### src/rtl/cpu_pkg.sv
// Shared CPU-wide constants and the fetch-PC state type.
package cpu_pkg;

   localparam int unsigned XLEN       = 64;
   localparam int unsigned INSN_BYTES = 4;

   localparam logic [XLEN-1:0] RESET_PC_DEFAULT = 64'h0;

   typedef enum logic [1:0] {
      IDLE  = 2'd0,
      RUN   = 2'd1,
      FLUSH = 2'd2
   } pc_state_t;

endpackage

### src/rtl/pc_add64.sv
// Plain XLEN-bit modulo adder; carry out is intentionally discarded.
module pc_add64
   import cpu_pkg::*;
(
   input  logic [XLEN-1:0] a,
   input  logic [XLEN-1:0] b,
   output logic [XLEN-1:0] sum
);

   assign sum = a + b;

endmodule

### src/rtl/pc_next_unit.sv
// Next-fetch-PC generator: sequential advance, taken-branch redirect and flush timing.
//
// state | meaning
// IDLE  | first cycle after reset release, no fetch issued, inputs ignored
// RUN   | fetching sequentially, no flush pending
// FLUSH | redirect taken, flush held while the flush counter is nonzero
module pc_next_unit
   import cpu_pkg::*;
#(
   parameter logic [XLEN-1:0] RESET_PC     = RESET_PC_DEFAULT,
   parameter int unsigned     FLUSH_CYCLES = 2
) (
   input  logic            clk,
   input  logic            rst_n,
   input  logic            branch_valid,
   input  logic            branch_taken,
   input  logic [XLEN-1:0] branch_pc,
   input  logic [XLEN-1:0] branch_offset,
   input  logic            stall,
   input  logic            fetch_ready,
   output logic            fetch_valid,
   output logic [XLEN-1:0] fetch_addr,
   output logic            flush,
   output logic [31:0]     taken_count
);

   localparam logic [2:0] FLUSH_LOAD = 3'(FLUSH_CYCLES);

   pc_state_t       state_q, state_d;
   logic [2:0]      cnt_q, cnt_d;
   logic [XLEN-1:0] addr_q, addr_d;
   logic [31:0]     count_q, count_d;

   logic [XLEN-1:0] seq_addr;
   logic [XLEN-1:0] target_addr;
   logic            taken;

   pc_add64 u_seq_add (
      .a   (addr_q),
      .b   (XLEN'(INSN_BYTES)),
      .sum (seq_addr)
   );

   pc_add64 u_target_add (
      .a   (branch_pc),
      .b   (branch_offset),
      .sum (target_addr)
   );

   assign taken = branch_valid & branch_taken;

   always_comb begin
      state_d = state_q;
      cnt_d   = cnt_q;
      addr_d  = addr_q;
      count_d = count_q;
      case (state_q)
         IDLE: state_d = RUN;
         default: begin
            // A redirect outranks stall; stall only gates the +4 path.
            if (taken) begin
               addr_d  = target_addr;
               cnt_d   = FLUSH_LOAD;
               state_d = FLUSH;
               if (count_q != 32'hFFFF_FFFF) count_d = count_q + 32'd1;
            end else begin
               if (cnt_q != 3'd0) cnt_d = cnt_q - 3'd1;
               if (fetch_ready && !stall) addr_d = seq_addr;
               state_d = (cnt_q > 3'd1) ? FLUSH : RUN;
            end
         end
      endcase
   end

   always_ff @(posedge clk or negedge rst_n) begin
      if (!rst_n) begin
         state_q <= IDLE;
         cnt_q   <= 3'd0;
         addr_q  <= RESET_PC;
         count_q <= 32'd0;
      end else begin
         state_q <= state_d;
         cnt_q   <= cnt_d;
         addr_q  <= addr_d;
         count_q <= count_d;
      end
   end

   assign fetch_valid = (state_q != IDLE);
   assign flush       = (cnt_q != 3'd0);
   assign fetch_addr  = addr_q;
   assign taken_count = count_q;

endmodule
### config.mk
export PLATFORM = sky130hd
export DESIGN_NAME = pc_next_unit
export DESIGN_NICKNAME = d
export VERILOG_FILES = /design/src/rtl/cpu_pkg.sv /design/src/rtl/pc_add64.sv /design/src/rtl/pc_next_unit.sv
export SDC_FILE = /design/constraint.sdc
export NUM_CORES = 1
export LEC_CHECK = 0
export ABC_CLOCK_PERIOD_IN_PS = 3600
export BUFFER_PORTS_ARGS = -buffer_cell sky130_fd_sc_hd__buf_2
export CAP_MARGIN = 15
export CORE_UTILIZATION = 56
export DETAILED_ROUTE_END_ITERATION = 10
export GPL_ROUTABILITY_DRIVEN = 0
export HOLD_SLACK_MARGIN = 0.1
export PLACE_DENSITY = 0.83
export SLEW_MARGIN = 20
export SYNTH_ARGS = -nofsm -noshare
export SYNTH_HDL_FRONTEND = slang
export SYNTH_SLANG_ARGS = --single-unit
### constraint.sdc
create_clock -name clk -period 3.6 [get_ports clk]
set_clock_uncertainty 0.1 [all_clocks]
set_input_delay 0.72 -clock clk [delete_from_list [all_inputs] [get_ports clk]]
set_output_delay 0.72 -clock clk [all_outputs]
set_load 0.02 [all_outputs]
Word level (Yosys, flattened, before mapping)
Cells that the tools add are included.
Storage, ports and cells
  register bits after elaboration: 101
  input bits: 134
  output and inout bits: 98
Operators by class
  add/subtract/negate cells: 4
  order comparisons: 1
  equal/unequal tests: 1
  muxes and demuxes: 7
  bitwise logic cells: 2
  reduce and logical (&&, ||, !) cells: 10
Operator list (count)
  2-to-1 mux 64 bit: 2
  adder 64 x 3 -> 64 bit, second input constant: 1
  adder 64 bit: 1
  adder 32 x 1 -> 32 bit, second input constant: 1
  != test 32 bit, second input constant: 1
  2-to-1 mux 2 bit: 3
  2-to-1 mux 3 bit: 2
  nonzero test 2 bit: 3
  AND reduction 2 bit: 2
  > comparator 3 x 1 -> 1 bit, second input constant: 1
  AND reduction 3 bit: 1
  nonzero test 3 bit: 1
  subtractor 3 x 1 -> 3 bit, second input constant: 1
  zero test 2 bit: 1
  AND 1 bit: 1
  logical AND 1 bit: 1
  zero test 1 bit: 1
  NOT 1 bit: 1

Depth between registers and ports, before layout
Gate-level depths: netlist of the first run.
  depth after elaboration: 4
  mapped depth: 12
  depth with buffers taken out: 12

Hierarchy
From an unflattened synthesis of the first run, not the netlist that was laid out.
Second synthesis, totals
  cells, all modules: 1714
  area total of the unflattened synthesis: 12674.7 um^2
By module, submodules not included
  pc_next_unit: instances 1, cells an instance 534, area an instance 4720.8 um^2
  pc_add64 (u_target_add): instances 1, cells an instance 601, area an instance 4051.4 um^2
  pc_add64 (u_seq_add): instances 1, cells an instance 579, area an instance 3902.5 um^2

Worst setup path before layout of the first run
OpenSTA, ideal clock, no wires.
  kind: input port to flip-flop
  from: input port branch_pc[0]
  to: register addr_q[58], in the netlist fetch_addr[58]
  library setup time: 124 ps
  arrival: 2994 ps
  slack: 382 ps
  stages on the path: 12
  cells stage by stage: ha_1 > inv_1 > fa_1 > nor2b_1 > o2111ai_1 > a21boi_1 > o31a_1 > a31o_2 > o21ai_0 > o21ai_0 > nor2_1 > a211o_1
On the way
  longest elaborated chain between the ends: 2
Ends and longest elaborated chain
  from (decl): RTL line pc_next_unit.sv:17  | input logic [XLEN-1:0] branch_pc,
  adder 64 bit: RTL line pc_add64.sv:10  | assign sum = a + b;
  2-to-1 mux 64 bit: RTL line pc_next_unit.sv:61  | if (taken) begin
  to (signal assigned): RTL line pc_next_unit.sv:84  | addr_q <= addr_d;
  to (decl): RTL line pc_next_unit.sv:31  | logic [XLEN-1:0] addr_q, addr_d;
Every way passes these cells.
A chain may end at the register's enable or synchronous reset.

Worst setup path in the final report of the first run
  from: input port branch_pc[18]
  to: register addr_q[63], in the netlist fetch_addr[63]
The elaborated chain is that of the path after synthesis.

==> flow_metrics.env, run 1 <==
export IMPL_fmax_mhz=289
export IMPL_vias=11100
export IMPL_cts_resized_gates=1
export IMPL_syn_area_per_cell_um2=7.74
export IMPL_cp_arrival_ns=3.58
export IMPL_yosys_area_share_simple_pct=24.3
export IMPL_fin_crit_ns=3.46
export IMPL_cts_root_buffer="clkbuf_16"
export IMPL_syn_to_final_growth_pct=22.5
export IMPL_crit_buf_inv=2
export IMPL_synth_fa_ha_area_share_pct=9.08
export IMPL_critPathTopFamily="compound AO/OA/AOI/OAI gates"
export IMPL_cts_setup_buffers=0
export IMPL_clk_latency_ns=0.35
export IMPL_start_kind="primary input"
export IMPL_antenna_diode_count=0
export IMPL_synth_async_reset_ratio_pct=100
export IMPL_slew_headroom_pct=40.0
export IMPL_synth_cell_types=91
export IMPL_synth_edf_count=0
export IMPL_final_common_cell="buf_2"
export IMPL_die_y_um=133
export IMPL_htree_levels=3
export IMPL_start_util_pct=57.6
export IMPL_drt_initial_drc_count=1327
export IMPL_synth_seq_cells=101
export IMPL_leakage_nw=5.45
export IMPL_drtPass1Iterations=6
export IMPL_ir_drop_mv=0.308
export IMPL_crit_path_max_incr_delay_ns=0.52
export IMPL_status="completed"
export IMPL_clockBufferDepth=2
export IMPL_synth_fp_nets=1443
export IMPL_yosysWarnings=0
export IMPL_syn_inst=1240
export IMPL_antenna_found_initial=0
export IMPL_num_fill_cells=1391
export IMPL_rsz0062_at_grt="no"
export IMPL_rows=47
export IMPL_clk_pin_slew_ns=0.07
export IMPL_cts_tree="done"
export IMPL_layout_nets=1722
export IMPL_whs_ns=0.369
export IMPL_die_area_um2=17700
export IMPL_drive_gt1_share_pct=24.7
export IMPL_slew_violations=0
export IMPL_cts_buffers=9
export IMPL_routedWlPerCell_um=17.7
export IMPL_muxShareOfSynthArea_pct=0.535
export IMPL_cp_startpoint="branch_pc[18]"
export IMPL_path_max_fanout=5
export IMPL_slowest_stage="a211oi_2"
export IMPL_post_dp_hpwl_um=24000
export IMPL_grt_usage_pct=34.6
export IMPL_grt_ovfl_total=0
export IMPL_synth_top_family_by_area="compound AO/OA/AOI/OAI gates"
export IMPL_cts_hold_buf=0
export IMPL_io_buffers=231
export IMPL_synth_xor_area_share_pct=7.39
export IMPL_ioPinCount=232
export IMPL_finalHoldViolCount=0
export IMPL_routed_wl_um=30800
export IMPL_synth_main_ff_cell="dfrtp_1"
export IMPL_grt_pass1_vias=10100
export IMPL_fin_setup_tns_ns=0
export IMPL_grt_start_max_net_pins=66
export IMPL_drc=0
export IMPL_worst_pin_slew_ns=0.898
export IMPL_critPathKind="in2reg"
export IMPL_fin_crit_sh_pct=96.0
export IMPL_die_w_um=133
export IMPL_ant_nets=0
export IMPL_cts_sinks=101
export IMPL_finalSetupViolCount=0
export IMPL_end_kind="register"
export IMPL_ys_seq_area_share_pct=26.3
export IMPL_final_cell_mix="buf_2 (230), a21oi_1 (146), nand2_1 (127)"
export IMPL_max_cap_violations=0
export IMPL_path_cells="buf_2 -> ha_1 -> buf_4 -> a21oi_2 -> o21ai_0 -> a221oi_1 -> o21bai_1 -> a211oi_2 -> o211ai_1 -> a221oi_2 -> xnor2_1 -> o21ai_1"
export IMPL_core_area_um2=16600
export IMPL_grt_pass1_wl_um=49700
export IMPL_required_ns=3.72
export IMPL_r2r_start="fetch_addr[2]$_DFFE_PN0P_"
export IMPL_synth_compound_area_share_pct=28.4
export IMPL_power_density_nw_per_um2=525
export IMPL_synth_area_um2=9590
export IMPL_via_per_inst=6.34
export IMPL_hp_class="in2async"
-- cells in the mapped netlist (16+ instances only) --
master	n	area, um2
a21oi_1	146	731
nand2_1	127	477
nor2_1	113	424
dfrtp_1	101	2530
o21ai_0	93	465
ha_1	68	851
xnor2_1	56	490
nand4_1	46	288
nand3_1	44	220
a21o_1	41	308
clkbuf_1	33	124
nor3_1	31	155
inv_1	26	97.6
xor2_1	25	219
o22ai_1	16	100
-- routing by layer --
layer,wire [um],global-route usage (%)
met5,0,0
met4,957,12.8
met3,3170,4.56
met2,13900,55.0
met1,12800,47.8
-- per-stage QoR --
stage	total power, mW	utilization [%]	setup WS [ns]	std cells	cell area [um2]
after floorplan	3.89	-	0.382	1240	9590
after global placement	5.01	68.9	-0.0242	1728	11500
after detailed placement	5.11	68.9	-0.363	1728	11500
after CTS	6.08	70.6	0.182	1744	11700
after global routing	6.50	70.6	0.0165	1744	11800
final	6.17	70.6	0.144	1744	11800
-- cell families (layout without fill, tap and decap cells) --
| group | Yosys count | in the layout |
|---|---|---|
| AND/OR/NAND/NOR | 467 | 467 |
| AO/OA/AOI/OAI | 434 | 434 |
| flip-flops | 101 | 101 |
| buffers and inverters | 83 | 367 |
| XOR/XNOR | 81 | 81 |
| adder cells (fa/ha/maj) | 69 | 69 |
| multiplexers | 5 | 5 |
-- state kept, by name (all words and copies together), names as in the netlist --
| name | flops |
|---|---|
| taken_count | 32 |
| fetch_addr | 64 |
| state_q | 2 |
| cnt_q | 3 |
-- cell type report --
cell class / count / area, um2 / share of cell area [%]
Multi-Input combinational cell: 1056 / 6700 / 57.0
Sequential cell: 101 / 2530 / 21.5
Timing Repair Buffer: 325 / 1860 / 15.9
Tap cell: 220 / 275 / 2.34
Clock buffer: 10 / 229 / 1.95
Inverter: 26 / 97.6 / 0.830
Clock inverter: 6 / 61.3 / 0.522
-- power by group --
| part | internal, mW | leakage [nW] | total, mW | switching [mW] |
|---|---|---|---|---|
| Sequential | 1.54 | 1.24 | 2.13 | 0.592 |
| Combinational | 1.14 | 4.07 | 3.06 | 1.91 |
| Clock | 0.539 | 0.143 | 0.981 | 0.443 |
-- final timing paths --
check / endpoint / slack [ns] / cells after the start
worst max register to register: fetch_addr[52]$_DFFE_PN0P_ / 0.36 / 9
min in group clk: taken_count[21]$_DFFE_PN0P_ / 0.39 / 1
worst min register to register: taken_count[21]$_DFFE_PN0P_ / 0.39 / 1
max in group asynchronous: taken_count[23]$_DFFE_PN0P_ / 2.20 / 2
worst min-delay path: fetch_addr[0]$_DFFE_PN0P_ / 0.37 / 1
worst max-delay path: fetch_addr[63]$_DFFE_PN0P_ / 0.14 / 12
No activity file was read; power rests on OpenSTA's default activity.
==> run 2, diff against run 1 <==
Settings changed: CORE_MARGIN set to 4.
==> run 2 against run 1 <==
Net effect: final cell count decreased by 1.1%; critical path depth increased by 3; clock-buffer cell count unchanged; non-clock buffer count decreased by 19; sequential share of layout area increased by 0.29 points; hold slack got worse by 0.12 ns; combinational power about the same; global-route usage decreased by 3.8 points; core utilization decreased by 1.2 points; sequential power about the same; routed wire length increased by 0.54%; highest routed layer unchanged.
==> flow_metrics.env, run 2 (synthesis results as in run 1) <==
export IMPL_status="completed"
export IMPL_met2_usage_pct=48.9
export IMPL_die_w_um=139
export IMPL_rr_endpoint="fetch_addr[52]$_DFFE_PN0P_"
export IMPL_cts_hold_buf=0
export IMPL_grt_usage_pct=30.7
export IMPL_drt_initial_drc_count=1220
export IMPL_path_max_fanout=4
export IMPL_clk_latency_ns=0.35
export IMPL_syn_to_final_growth_pct=20.9
export IMPL_r2r_start="fetch_addr[2]$_DFFE_PN0P_"
export IMPL_ir_drop_mv=0.320
export IMPL_ioPinCount=232
export IMPL_whs_ns=0.253
export IMPL_leakage_nw=5.35
export IMPL_final_cell_mix="buf_2 (230), a21oi_1 (146), nand2_1 (127)"
export IMPL_dpl_worst_slack_ns=-0.151
export IMPL_core_area_um2=16700
export IMPL_cts_buffers=9
export IMPL_multi_input_area_um2=6690
export IMPL_grt_pass1_vias=10200
export IMPL_r2r_cells=9
export IMPL_power_density_nw_per_um2=525
export IMPL_critPathKind="in2reg"
export IMPL_hp_class="in2async"
export IMPL_busiest_layer="met2"
export IMPL_start_kind="primary input"
export IMPL_end_kind="register"
export IMPL_ant_nets=0
export IMPL_slew_headroom_pct=48.7
export IMPL_start_util_pct=57.4
export IMPL_cp_startpoint="branch_pc[0]"
export IMPL_layout_nets=1703
export IMPL_reg2reg_slack_ns=0.40
export IMPL_rows=47
export IMPL_finalHoldViolCount=0
export IMPL_grt_start_max_net_pins=57
export IMPL_drive_gt1_share_pct=23.7
export IMPL_die_area_um2=19300
export IMPL_setup_ws_ns=0.195
export IMPL_clockBufferDepth=2
export IMPL_drtPass1Iterations=6
export IMPL_antenna_diode_count=0
export IMPL_finalSetupViolCount=0
export IMPL_fin_crit_ns=3.41
export IMPL_num_fill_cells=1425
export IMPL_grt_pass1_wl_um=50300
export IMPL_post_dp_hpwl_um=24200
export IMPL_fmax_mhz=294
export IMPL_die_y_um=139
export IMPL_largest_reg_flops=64
export IMPL_power_mw=6.09
export IMPL_antenna_found_initial=0
export IMPL_final_common_cell="buf_2"
export IMPL_grt_use_met1_pct=42.1
export IMPL_routedWlPerCell_um=18.0
export IMPL_required_ns=3.73
export IMPL_htree_levels=3
export IMPL_cts_tree="done"
export IMPL_clk_pin_slew_ns=0.07
export IMPL_fin_crit_sh_pct=94.6
export IMPL_max_cap_violations=0
export IMPL_cts_resized_gates=0
export IMPL_routed_wl_um=31000
export IMPL_cp_arrival_ns=3.54
export IMPL_cts_setup_buffers=0
export IMPL_io_buffers=231
export IMPL_via_per_inst=6.34
export IMPL_cts_sinks=101
export IMPL_grt_util_met3_pct=6.31
export IMPL_cts_root_buffer="clkbuf_16"
export IMPL_vias=10900
export IMPL_seq_area_um2=2530
export IMPL_rsz0062_at_grt="no"
export IMPL_grt_ovfl_total=0
export IMPL_slew_violations=0
export IMPL_drc=0
export IMPL_worst_pin_slew_ns=0.769
run 2: changes by cell type in the layout (fill, tap and decap cells not counted), sizes merged:
| cell | before | now |
|---|---|---|
| buf | 325 | 306 |
| clkinv | 3 | 1 |
| inv | 27 | 29 |
| bufinv | 1 | 0 |
| clkinvlp | 1 | 2 |
run 2: worst max-delay path, cell delays in order:
cell,delay [ns]
buf_2,0.08
ha_1,0.16
inv_1,0.05
fa_1,0.37
nor2b_1,0.17
o2111ai_1,0.15
a21boi_1,0.16
buf_4,0.15
o31a_1,0.22
a31o_2,0.24
o21ai_0,0.11
buf_4,0.17
o21ai_0,0.39
nor2_1,0.10
a211o_1,0.29
run 2: per-layer routing:
metal	vias to the layer above	share of wire [%]
li1	5141	-
met1	5067	41
met2	646	45
met3	76	10
met4	0	3.0
met5	-	0
run 2: worst max-delay path by stage:
stage,cells past startpoint,endpoint
4_1_cts,13,fetch_addr[49]$_DFFE_PN0P_
3_5_place_dp,13,fetch_addr[49]$_DFFE_PN0P_
5_1_grt,15,fetch_addr[58]$_DFFE_PN0P_
3_3_place_gp,15,fetch_addr[58]$_DFFE_PN0P_
6_report,15,fetch_addr[58]$_DFFE_PN0P_
2_1_floorplan,12,fetch_addr[58]$_DFFE_PN0P_
run 2: layout make-up:
type / instances / area share (%)
multi-input cells: 1056 / 57.7
flip-flops and latches: 101 / 21.8
repair buffers: 306 / 14.8
well taps: 220 / 2.37
clock buffers: 10 / 1.97
inverters: 26 / 0.841
clock inverters: 6 / 0.475
run 2: report_power, final:
| group | switching (mW) | internal [mW] | total, mW | leakage, nW |
|---|---|---|---|---|
| sequential | 0.572 | 1.54 | 2.11 | 1.24 |
| combinational | 1.91 | 1.12 | 3.03 | 3.98 |
| clock | 0.464 | 0.483 | 0.948 | 0.133 |
run 2: per-stage QoR:
stage | util (%) | std cells | setup TNS [ns] | area, um2
global route | 69.5 | 1725 | 0 | 11600
floorplan | - | 1240 | 0 | 9590
CTS | 69.5 | 1725 | 0 | 11600
global placement | 67.8 | 1709 | -0.0334 | 11300
detailed placement | 67.8 | 1709 | -0.516 | 11300
finish | 69.5 | 1725 | 0 | 11600
==> run 3, diff against run 2 <==
Settings changed: CORE_UTILIZATION 56 to 30, PLACE_DENSITY 0.83 to not set.
==> run 3 against run 2 <==
Net effect: total power rose by 0.75%; first-iteration DRC count fell by 41%; combinational power rose by 3%; die area rose by 81%; design area rose by 4.0%; final cell count rose by 12%; register-to-register slack improved by 0.08 ns; via count fell by 2.9%; clock power fell by 3.4%; critical path type unchanged; critical endpoint is now fetch_addr[60]$_DFFE_PN0P_; largest power group unchanged; highest routed layer unchanged.
==> flow_metrics.env, run 3 (synthesis results as in run 1) <==
export IMPL_grt_usage_pct=19.0
export IMPL_slew_headroom_pct=55.2
export IMPL_routed_wl_um=34600
export IMPL_busiest_layer="met2"
export IMPL_crit_top_cell="buf_4"
export IMPL_cts_resized_gates=0
export IMPL_rows=65
export IMPL_drive_gt1_share_pct=25.1
export IMPL_cp_arrival_ns=3.48
export IMPL_p_int_mw=3.18
export IMPL_stdcell_count=1937
export IMPL_cts_sinks=101
export IMPL_layout_nets=1734
export IMPL_required_ns=3.70
export IMPL_fin_setup_tns_ns=0
export IMPL_die_area_um2=34900
export IMPL_final_cell_mix="buf_2 (230), a21oi_1 (146), nand2_1 (127)"
export IMPL_cts_setup_buffers=0
export IMPL_max_cap_violations=0
export IMPL_cts_root_buffer="clkbuf_16"
export IMPL_grt_ovfl_total=0
export IMPL_worst_pin_slew_ns=0.673
export IMPL_vias=10600
export IMPL_combPwrFrac_pct=50.9
export IMPL_htree_levels=3
export IMPL_finalSetupViolCount=0
export IMPL_end_kind="register"
export IMPL_largest_reg_flops=64
export IMPL_grt_util_met3_pct=3.28
export IMPL_clockBufferDepth=2
export IMPL_fmax_mhz=296
export IMPL_post_dp_hpwl_um=27600
export IMPL_final_core_util_pct=38.2
export IMPL_die_w_um=187
export IMPL_cts_buffers=9
export IMPL_syn_to_final_growth_pct=25.8
export IMPL_die_y_um=187
export IMPL_antenna_found_initial=0
export IMPL_r2r_start="fetch_addr[2]$_DFFE_PN0P_"
export IMPL_drc=0
export IMPL_crit_path_max_incr_delay_ns=0.37
export IMPL_netSwitchingFraction_pct=48.2
export IMPL_ioPinCount=232
export IMPL_slowest_stage="a221oi_1"
export IMPL_rr_endpoint="fetch_addr[52]$_DFFE_PN0P_"
export IMPL_core_area_um2=31600
export IMPL_clk_pin_slew_ns=0.07
export IMPL_rsz0062_at_grt="no"
export IMPL_path_max_fanout=3
export IMPL_cts_hold_buf=0
export IMPL_drt_initial_drc_count=714
export IMPL_ant_nets=0
export IMPL_routedWlPerCell_um=17.9
export IMPL_via_per_inst=5.48
export IMPL_grt_pass1_wl_um=54900
export IMPL_path_cells="buf_2 -> ha_1 -> buf_4 -> a21o_1 -> o21bai_1 -> a221oi_1 -> buf_4 -> nor2b_1 -> a211oi_2 -> buf_4 -> nor2_1 -> a21oi_1 -> xnor2_1 -> o221ai_1"
export IMPL_dp_cells=1922
export IMPL_power_density_nw_per_um2=508
export IMPL_antenna_diode_count=0
export IMPL_io_buffers=231
export IMPL_start_kind="primary input"
export IMPL_dpl_worst_slack_ns=-0.173
export IMPL_status="completed"
export IMPL_grt_start_max_net_pins=57
export IMPL_p_clk_share_pct=14.9
export IMPL_fin_crit_ns=3.37
export IMPL_ir_drop_mv=0.186
export IMPL_reg2reg_slack_ns=0.48
export IMPL_start_util_pct=30.4
export IMPL_cts_tree="done"
export IMPL_critPathKind="in2reg"
export IMPL_r2r_cells=9
export IMPL_power_mw=6.13
export IMPL_p_seq_share_pct=34.1
export IMPL_finalHoldViolCount=0
export IMPL_clk_latency_ns=0.35
export IMPL_setup_ws_ns=0.225
export IMPL_leakage_nw=5.50
export IMPL_net_switching_power_mw=2.95
export IMPL_grt_pass1_vias=10200
export IMPL_fin_crit_sh_pct=93.7
export IMPL_slew_violations=0
export IMPL_drtPass1Iterations=5
export IMPL_grt_use_met1_pct=26.8
export IMPL_met2_usage_pct=30.7
export IMPL_final_common_cell="buf_2"
export IMPL_hp_class="in2async"
## run 3: cell count changes in the layout (fill, tap and decap cells not counted)
cell / previous run / this run
clkbuf_8: 0 / 1
inv_8: 2 / 0
clkbuf_1: 1 / 4
o21ai_1: 9 / 8
clkinvlp_4: 2 / 1
buf_4: 76 / 105
clkinv_4: 1 / 0
buf_12: 0 / 2
a211oi_2: 2 / 3
o21ai_0: 91 / 92
a211oi_1: 10 / 9
inv_6: 1 / 0
## run 3: per-stage QoR
step	cell area (um2)	hold slack, ns
after floorplan	9590	0.324
after global placement	11800	0.366
after detailed placement	11800	0.377
after CTS	12100	0.332
after global routing	12100	0.364
final	12100	0.303
## run 3: worst max path at each step
stage	cells past startpoint	end	start
final	14	fetch_addr[60]$_DFFE_PN0P_	branch_pc[15]
after CTS	16	fetch_addr[56]$_DFFE_PN0P_	branch_offset[0]
after floorplan	12	fetch_addr[58]$_DFFE_PN0P_	branch_pc[0]
after detailed placement	16	fetch_addr[56]$_DFFE_PN0P_	branch_offset[0]
after global placement	16	fetch_addr[56]$_DFFE_PN0P_	branch_pc[0]
after global routing	15	fetch_addr[58]$_DFFE_PN0P_	branch_offset[0]
## run 3: area by class of cell
class,instances,area [um2]
Clock inverter,1,7.51
Sequential cell,101,2530
Multi-Input combinational cell,1056,6700
Fill cell,3354,19500
Timing Repair Buffer,337,1980
Inverter,26,97.6
Clock buffer,14,254
Tap cell,402,503
## run 3: routing by layer
layer / wire length [um] / vias up
li1: - / 5204
met1: 15800 / 5034
met2: 15900 / 343
met3: 2340 / 31
met4: 526 / 0
met5: 0 / -
## run 3: worst max-delay path: cells and delay by family
family / cells / cell delay, ns
adders and majority gates: 1 / 0.30
buffers and inverters: 4 / 0.59
xor gates and xnor gates: 1 / 0.28
AOI/OAI and AO/OA: 6 / 1.16
and+or+nand+nor: 2 / 0.42
## run 3: power by group through the flow
stage	registers (mW)	clock network, mW	logic [mW]
2_1_floorplan	2.42	0	1.47
3_3_place_gp	2.09	0	3.09
3_5_place_dp	2.11	0	3.12
4_1_cts	2.09	0.940	3.14
5_1_grt	2.17	0.986	3.41
6_report	2.09	0.916	3.12
